==> src/rtl/result_requant_drain_pkg.sv <==
// Shared types, fixed-point width constants and the per-element requantization
// function for the systolic array result drain.
package result_requant_drain_pkg;

    typedef enum logic [1:0] {
        ST_IDLE   = 2'd0,
        ST_STREAM = 2'd1,
        ST_DONE   = 2'd2
    } state_t;

    localparam int ACC_W    = 32;  // accumulator width
    localparam int ACT_W    = 16;  // S5.10 activation width
    localparam int ACT_FRAC = 10;
    localparam int WGT_FRAC = 6;   // S1.6 weight fraction bits
    localparam int ACC_FRAC = ACT_FRAC + WGT_FRAC;
    localparam int MAX_W    = 64;  // widest accumulator the function handles

    typedef struct packed {
        logic signed [MAX_W:0] value;
        logic                  sat;
    } requant_t;

    // Round half toward +inf (optional), arithmetic shift, clamp to out_width.
    function automatic requant_t requant(input logic signed [MAX_W-1:0] acc,
                                         input int                      frac_shift,
                                         input logic                    round_en,
                                         input int                      out_width);
        logic signed [MAX_W:0] ext;
        logic signed [MAX_W:0] rnd;
        logic signed [MAX_W:0] shifted;
        logic signed [MAX_W:0] hi;
        logic signed [MAX_W:0] lo;
        requant_t              r;
        ext = {acc[MAX_W-1], acc};
        rnd = '0;
        if (round_en) begin
            rnd = (MAX_W+1)'(1) << (frac_shift - 1);
        end
        shifted = (ext + rnd) >>> frac_shift;
        hi      = ((MAX_W+1)'(1) << (out_width - 1)) - (MAX_W+1)'(1);
        lo      = -hi - (MAX_W+1)'(1);
        r.sat   = 1'b1;
        if (shifted > hi) begin
            r.value = hi;
        end else if (shifted < lo) begin
            r.value = lo;
        end else begin
            r.value = shifted;
            r.sat   = 1'b0;
        end
        return r;
    endfunction

endpackage

==> src/rtl/result_requant_drain_requant_sat.sv <==
// Single-element round/shift/saturate stage; purely combinational.
module requant_sat
    import result_requant_drain_pkg::*;
#(
    parameter int ACCUM_WIDTH = ACC_W,
    parameter int OUT_WIDTH   = ACT_W,
    parameter int FRAC_SHIFT  = ACC_FRAC - ACT_FRAC,
    parameter int ROUND_EN    = 1
) (
    input  logic [ACCUM_WIDTH-1:0] acc,
    output logic [OUT_WIDTH-1:0]   q,
    output logic                   sat
);

    logic signed [MAX_W-1:0] acc_ext;
    requant_t                r;

    always_comb begin
        acc_ext = MAX_W'(signed'(acc));
        r       = requant(acc_ext, FRAC_SHIFT, 1'(ROUND_EN), OUT_WIDTH);
        q       = r.value[OUT_WIDTH-1:0];
        sat     = r.sat;
        // Above OUT_WIDTH the clamped value is nothing but sign extension.
        assert (r.value == (MAX_W+1)'(signed'(q)));
    end

endmodule

==> src/rtl/result_requant_drain.sv <==
// Captures an accumulator tile from the systolic array and streams it out one
// requantized S5.10 row per valid/ready beat.
module result_requant_drain
    import result_requant_drain_pkg::*;
#(
    parameter int ARRAY_SIZE  = 4,
    parameter int ACCUM_WIDTH = ACC_W,
    parameter int OUT_WIDTH   = ACT_W,
    parameter int FRAC_SHIFT  = ACC_FRAC - ACT_FRAC,
    parameter int ROUND_EN    = 1
) (
    input  logic                                       clk,
    input  logic                                       rst,
    input  logic [ACCUM_WIDTH*ARRAY_SIZE*ARRAY_SIZE-1:0] result_flat,
    input  logic                                       result_valid,
    output logic                                       capture_ready,
    output logic [OUT_WIDTH*ARRAY_SIZE-1:0]            out_data,
    output logic [$clog2(ARRAY_SIZE)-1:0]              out_row_idx,
    output logic                                       out_valid,
    input  logic                                       out_ready,
    output logic                                       out_last,
    output logic                                       tile_done,
    output logic                                       tile_sat,
    output logic                                       overrun,
    output state_t                                     dbg_state
);

    // Handshake: a beat transfers on a rising edge with out_valid && out_ready;
    // while out_ready is low the presented beat (data, index, last) is frozen and
    // out_valid stays high. The producer may only pulse result_valid while
    // capture_ready is high; any other pulse is dropped and flagged in overrun.

    localparam int IDX_W  = $clog2(ARRAY_SIZE);
    localparam int ROW_W  = ACCUM_WIDTH * ARRAY_SIZE;
    localparam int TILE_W = ROW_W * ARRAY_SIZE;
    localparam logic [IDX_W-1:0] LAST_ROW = IDX_W'(ARRAY_SIZE - 1);

    state_t            state_q, state_d;
    logic [TILE_W-1:0] tile_q;
    logic [IDX_W-1:0]  row_ptr_q;
    logic              tile_sat_q;
    logic              overrun_q;
    logic              capture;
    logic              accept;
    logic [ROW_W-1:0]  row_acc;
    logic [ARRAY_SIZE-1:0] row_sat;

    assign row_acc     = tile_q[int'(row_ptr_q)*ROW_W +: ROW_W];
    assign out_row_idx = row_ptr_q;
    assign tile_sat    = tile_sat_q;
    assign overrun     = overrun_q;
    assign dbg_state   = state_q;

    for (genvar c = 0; c < ARRAY_SIZE; c++) begin : g_col
        requant_sat #(
            .ACCUM_WIDTH (ACCUM_WIDTH),
            .OUT_WIDTH   (OUT_WIDTH),
            .FRAC_SHIFT  (FRAC_SHIFT),
            .ROUND_EN    (ROUND_EN)
        ) u_requant_sat (
            .acc (row_acc[c*ACCUM_WIDTH +: ACCUM_WIDTH]),
            .q   (out_data[c*OUT_WIDTH +: OUT_WIDTH]),
            .sat (row_sat[c])
        );
    end

    always_ff @(posedge clk or posedge rst) begin
        if (rst) begin
            state_q <= ST_IDLE;
        end else begin
            state_q <= state_d;
        end
    end

    always_comb begin
        state_d       = state_q;
        capture       = 1'b0;
        accept        = 1'b0;
        capture_ready = 1'b0;
        out_valid     = 1'b0;
        out_last      = 1'b0;
        tile_done     = 1'b0;
        case (state_q)
            ST_IDLE: begin
                capture_ready = 1'b1;
                if (result_valid) begin
                    capture = 1'b1;
                    state_d = ST_STREAM;
                end
            end
            ST_STREAM: begin
                out_valid = 1'b1;
                out_last  = (row_ptr_q == LAST_ROW);
                accept    = out_ready;
                if (out_ready && (row_ptr_q == LAST_ROW)) begin
                    state_d = ST_DONE;
                end
            end
            ST_DONE: begin
                tile_done = 1'b1;
                state_d   = ST_IDLE;
            end
            default: state_d = ST_IDLE;
        endcase
    end

    // Row pointer wraps back to 0 after the last row, ready for the next tile.
    always_ff @(posedge clk or posedge rst) begin
        if (rst) begin
            tile_q     <= '0;
            row_ptr_q  <= '0;
            tile_sat_q <= 1'b0;
            overrun_q  <= 1'b0;
        end else begin
            if (capture) begin
                tile_q     <= result_flat;
                row_ptr_q  <= '0;
                tile_sat_q <= 1'b0;
            end else if (accept) begin
                row_ptr_q  <= row_ptr_q + 1'b1;
                tile_sat_q <= tile_sat_q | (|row_sat);
            end
            if (result_valid && !capture_ready) begin
                overrun_q <= 1'b1;
            end
        end
    end

endmodule

==> config.mk <==
export PLATFORM = sky130hd
export DESIGN_NAME = result_requant_drain
export DESIGN_NICKNAME = d
export VERILOG_FILES = /design/src/rtl/result_requant_drain_pkg.sv /design/src/rtl/result_requant_drain_requant_sat.sv /design/src/rtl/result_requant_drain.sv
export SDC_FILE = /design/constraint.sdc
export NUM_CORES = 1
export LEC_CHECK = 0
export ABC_AREA = 0
export CORE_ASPECT_RATIO = 0.7
export CORE_MARGIN = 10
export CORE_UTILIZATION = 30
export CTS_CLUSTER_DIAMETER = 150
export DETAILED_ROUTE_END_ITERATION = 12
export SLEW_MARGIN = 10
export SYNTH_ARGS = -nofsm -noshare
export SYNTH_HDL_FRONTEND = slang
export SYNTH_SLANG_ARGS = --single-unit
==> constraint.sdc <==
create_clock -name clk -period 18.5 [get_ports clk]
set_input_delay 5.55 -clock clk [delete_from_list [all_inputs] [get_ports clk]]
set_output_delay 5.55 -clock clk [all_outputs]
set_load 0.05 [all_outputs]
Yosys cells after proc, flatten, opt, wreduce, memory -nomap -nowiden

Index checks and enable logic that the tools add are counted.

Add/subtract/negate cells: 5
$lt $le $gt $ge: 8
Eq/ne operators: 5
Shift-type cells: 1
Mux-type cells: 30
Bitwise gates (word level): 1
Reduce and logical (&&, ||, !) cells: 7

Operators with widths:

| cell                                                            | number |
|---|---|
| variable part select 512 x 10 -> 128 bit                        | 1 |
| adder 32 x 7 -> 33 bit, second input constant                   | 4 |
| two-way mux 16 bit                                              | 8 |
| greater-than comparator 27 x 16 -> 1 bit, second input constant | 4 |
| less-than comparator 27 x 16 -> 1 bit, second input constant    | 4 |
| two-way mux 1 bit                                               | 17 |
| two-way mux 2 bit                                               | 4 |
| == test 2 bit, second input constant                            | 2 |
| != test 2 bit, second input constant                            | 2 |
| case mux 2 bit (2 select lines)                                 | 1 |
| OR reduction 4 bit                                              | 1 |
| adder 2 x 1 -> 2 bit, second input constant                     | 1 |
| == test 2 x 1 -> 1 bit, second input constant                   | 1 |
| logical AND 1 bit                                               | 2 |
| zero test 2 bit                                                 | 1 |
| AND reduction 2 bit                                             | 1 |
| nonzero test 2 bit                                              | 1 |
| zero test 1 bit                                                 | 1 |
| OR 1 bit                                                        | 1 |

Register bits after elaboration: 518
Output and inout bits: 74
Logic and storage cells: 62

Logic depth before layout (Yosys ltp)

Depth after elaboration: 9
Depth in mapped cells: 17
Mapped depth without buffers: 10

Cells and area by module

A second synthesis with hierarchy kept.

Cell total of the unflattened synthesis: 1,732
Area total of the unflattened synthesis: 25,391.9 um^2

By module, submodules not included:

| module               | times used | cells an instance | area each (um^2) | seq. area each (um^2) |
|---|---|---|---|---|
| result_requant_drain | 1          | 1,264             | 22,424.0         | 12,962.4 |
| requant_sat          | 4          | 117               | 742.0            | 0.0 |

Worst setup path after synthesis

Ideal clock, no wire load.

Path kind: flip-flop to output port
Start point: register row_ptr_q[0] (netlist: out_row_idx[0])
End point: output out_data[10]
Arrival time: 4.721 ns
Required time: 12.950 ns
Slack: 8.229 ns
Cell stages (with the launch flop): 17
Buffers on the path: 7
Cell sequence: dfrtp_1 buf_6 buf_12 buf_12 buf_12 buf_12 mux4_1 ha_1 nand3_1 or2_2 clkbuf_1 nor4_1 xnor2_1 nor4_1 a21boi_1 clkbuf_1 o21ai_0

Word-level cells in the longest chain between the ends: 5

RTL lines:

| item                                       | RTL line                       | text |
|---|---|---|
| from (decl)                                | result_requant_drain.sv:40     | `logic [IDX_W-1:0] row_ptr_q;` |
| from (signal assigned)                     | result_requant_drain.sv:120    | `row_ptr_q <= row_ptr_q + 1'b1;` |
| variable part select 512 x 10 -> 128 bit * | result_requant_drain.sv:48     | `assign row_acc = tile_q[int'(row_ptr_q)*ROW_W +: ROW_W];` |
| adder 32 x 7 -> 33 bit *                   | result_requant_drain_pkg.sv:39 | `shifted = (ext + rnd) >>> frac_shift;` |
| less-than comparator 27 x 16 -> 1 bit      | result_requant_drain_pkg.sv:45 | `end else if (shifted < lo) begin` |
| two-way mux 16 bit                         | result_requant_drain_pkg.sv:45 |  |
| two-way mux 16 bit *                       | result_requant_drain_pkg.sv:43 | `if (shifted > hi) begin` |
| to (decl)                                  | result_requant_drain.sv:17     | `output logic [OUT_WIDTH*ARRAY_SIZE-1:0] out_data,` |

Mark *: on every way between the ends. The rest lies on a longest branch, timed or not.

Worst setup path in the final report

Start point: register row_ptr_q[1] (netlist: out_row_idx[1])
End point: output out_data[51]

Same word-level chain as after synthesis.

==> flow_summary.ini <==
[outcome]
status = finished clean

[worst_setup_path]
crit_type = reg -> out
cp_max_fo = 35
critPathCapture = out_data[51]
rr_worst_depth = 12
worstSetupStartpoint = out_row_idx[1]$_DFFE_PP0P_
rr_endpoint = tile_sat$_DFFE_PP0P_
cp.required_ps = 12950
crit_path_cell_trace = buf_4, buf_4, mux4_2, ha_1, nand4_1, nor4_1, nand2_1, xor2_1, or4_1, or4_1, and2_1, o21ai_0, clkdlybuf4s50_1
worstPathArrival_ps = 6530
start_kind = flop
cpMaxStageDelayCell = clkdlybuf4s50_1
rrSetupSlack_ps = 13320
cp-end-kind = output port
r2r-start = out_row_idx[1]$_DFFE_PP0P_
max_stage_delay_ps = 880

[synth]
synthCells = 1561
yosysSeqAreaShare_pct = 49.5
yosys.area.top_type = dfrtp_1
synthesis.area_mm2 = 0.0221
synthDominantCellAreaShare_pct = 49.5
yosys_register_bits = 438
synth-edff-count = 0
yosys_warnings = 0
synth_fp_nets = 2082
avgSynthCellArea_um2 = 14.2
synth_commonest_cells = dfrtp_1 (438), mux2_2 (435), mux4_2 (81), clkbuf_1 (64), o21ai_0 (49)
ys.flop_type = dfrtp_1
ys_types = 76
synth.most_common_cell = dfrtp_1
synth_async_sr_flop_share_pct = 100
synthTopCellsByArea = dfrtp_1 (50%), mux2_2 (22%), mux4_2 (8.2%)

[routing]
wirelength_mm = 70.0
detail_route.vias_per_cell = 4.95
drt-initial-drc-count = 842
ant_nets = 0
post-route-drc-count = 0
drt_first_pass_iters = 5
num_vias = 15200
wl_per_cell_um = 22.8

[sta]
hold_violations = 0
rsz0062_at_grt = no
worst_hold_slack_ps = 481
fin_ws_ps = 6420
fin_tns_setup_ps = 0
worst_pin_slew_ps = 1100
fin_crit_sh_pct = 65.3
fmax_ghz = 0.0828
setup_violations = 0
maxSlewHeadroom_pct = 26.8
slew_violations = 0
period_needed_ps = 12080
skew_ps = 22.5

[cts]
cts_root_buf = clkbuf_16
clk_pin_slew_ps = 60
cts_made_buffers = 48
cts_num_sinks = 438
cts_buffer_depth = 3
tritoncts = yes
insertion_delay_ps = 600
hold_buffers = 0
cts_setup_buffers = 0
cts_resized = 0
htreeDepth = 2

[finish]
fill_cells = 6827
fin_util_pct = 40.5
multiInputGateArea_mm2 = 0.0106
layout-drive-gt1-share_pct = 30.4
register_area_mm2 = 0.0110
syn2layout_area_growth_pct = 34.1
fin_nets = 2564

[placed_design]
dp_hpwl_mm = 53.0
port_buffers = 509
pre_cts_ws_ps = 7010
place.gp.congestion = 0.830

[grt]
overflow = 0
grt_antenna_before_repair = 36
grt_pass1_vias = 16400
grt_pass1_wl_mm = 103
grt_usage_pct = 15.8
grt_max_degree = 161

[min_path]
holdCritPathClass = reg -> reg

[floorplanning]
die_area_mm2 = 0.0852
core_mm2 = 0.0732
ioPinCount = 590
fp.dieW_um = 345
die_y_um = 247
initial_utilization_pct = 30.2
num_rows = 83

[power]
p_switching_mw = 2.54
ir_drop_mv = 0.144
seq_power_share_pct = 28.5
power.total_mw = 6.02
p_leak_nw = 11.4
p_comb_share_pct = 55.4
swShare_pct = 42.3
power_density_mw_per_mm2 = 203
p_int_mw = 3.47
p_clk_share_pct = 16.1

[job]
maxCapViolCount = 0
## layout make-up
class	instances	area share, %
Clock buffer	73	4.78
Sequential cell	438	37.0
Multi-Input combinational cell	1020	35.7
Antenna cell	13	0.110
Inverter	12	0.177
Timing Repair Buffer	523	17.6
Clock inverter	13	0.527
Tap cell	977	4.12
## kinds of logic after synthesis
group	count (synthesis)	synth area share, %
AOI/OAI and AO/OA	124	3.39
xor gates and xnor gates	75	2.97
adders and majority gates	5	0.283
buffers and inverters	103	2.65
DFF	438	49.5
muxes	550	33.9
and+or+nand+nor	266	7.25
## layout by cell type, fill, tap and decap left out, drive strengths merged, types with 4 or more instances in the layout
cell | Yosys | routed
a211oi | 5 | 5
a21oi | 23 | 23
a31oi | 7 | 7
and2 | 16 | 16
and3 | 15 | 15
and4 | 11 | 11
buf | 27 | 14
clkbuf | 64 | 73
clkdlybuf4s50 | 0 | 509
clkinv | 0 | 5
dfrtp | 438 | 438
diode | 0 | 13
ha | 5 | 5
inv | 12 | 15
mux2 | 435 | 435
mux2i | 7 | 7
mux4 | 108 | 108
nand2 | 45 | 45
nand2b | 9 | 9
nand3 | 43 | 43
nand4 | 24 | 24
nor2 | 38 | 38
nor2b | 5 | 5
nor3 | 20 | 20
nor4 | 9 | 9
nor4b | 4 | 4
o21ai | 58 | 58
or2 | 6 | 6
or3 | 4 | 4
or4 | 4 | 4
xnor2 | 37 | 37
xor2 | 38 | 38
## through the flow
| stage | instances | instance area (um^2) |
|---|---|---|
| final | 3069 | 29700 |
| after global routing | 3059 | 29600 |
| after CTS | 3056 | 29600 |
| after detailed placement | 2970 | 28100 |
| after global placement | 2970 | 28100 |
| after floorplan | 1561 | 22100 |
## power by group through the flow
| stage | registers, mW | logic [mW] | clock network [mW] |
|---|---|---|---|
| 2_1_floorplan | 1.63 | 2.47 | 0 |
| 3_3_place_gp | 1.71 | 3.31 | 0 |
| 3_5_place_dp | 1.74 | 3.35 | 0 |
| 4_1_cts | 1.72 | 3.37 | 1.01 |
| 5_1_grt | 1.78 | 3.56 | 1.05 |
| 6_report | 1.72 | 3.33 | 0.969 |
## worst max-delay path: cells and delay by family, from the launching register on
family,cells,cell delay (ps)
simple gates,6,2300
buf+inv,3,1850
flops,1,660
compound gates,1,360
mux,1,350
fa+ha+maj,1,220
xor+xnor,1,170
## flip-flops by register name (all words and copies together), names as in the netlist
register and cells:
dbg_state 2, out_row_idx 2, overrun 1, tile_q 432, tile_sat 1
## per-layer routing
metal,wire length (um),track usage (%)
met5,254,0
met4,1280,3.72
met3,6360,6.19
met2,32300,25.2
met1,29800,20.1
## how the worst min path moves through the flow
stage / from / end / cells after the start
6_report: overrun$_DFFE_PP0P_ / overrun$_DFFE_PP0P_ / 1
5_1_grt: tile_q[175]$_DFFE_PP0P_ / tile_q[175]$_DFFE_PP0P_ / 1
3_5_place_dp: overrun$_DFFE_PP0P_ / overrun$_DFFE_PP0P_ / 1
4_1_cts: overrun$_DFFE_PP0P_ / overrun$_DFFE_PP0P_ / 1
2_1_floorplan: tile_q[133]$_DFFE_PP0P_ / tile_q[133]$_DFFE_PP0P_ / 1
3_3_place_gp: overrun$_DFFE_PP0P_ / overrun$_DFFE_PP0P_ / 1
Power figures use the tool's default switching activity.
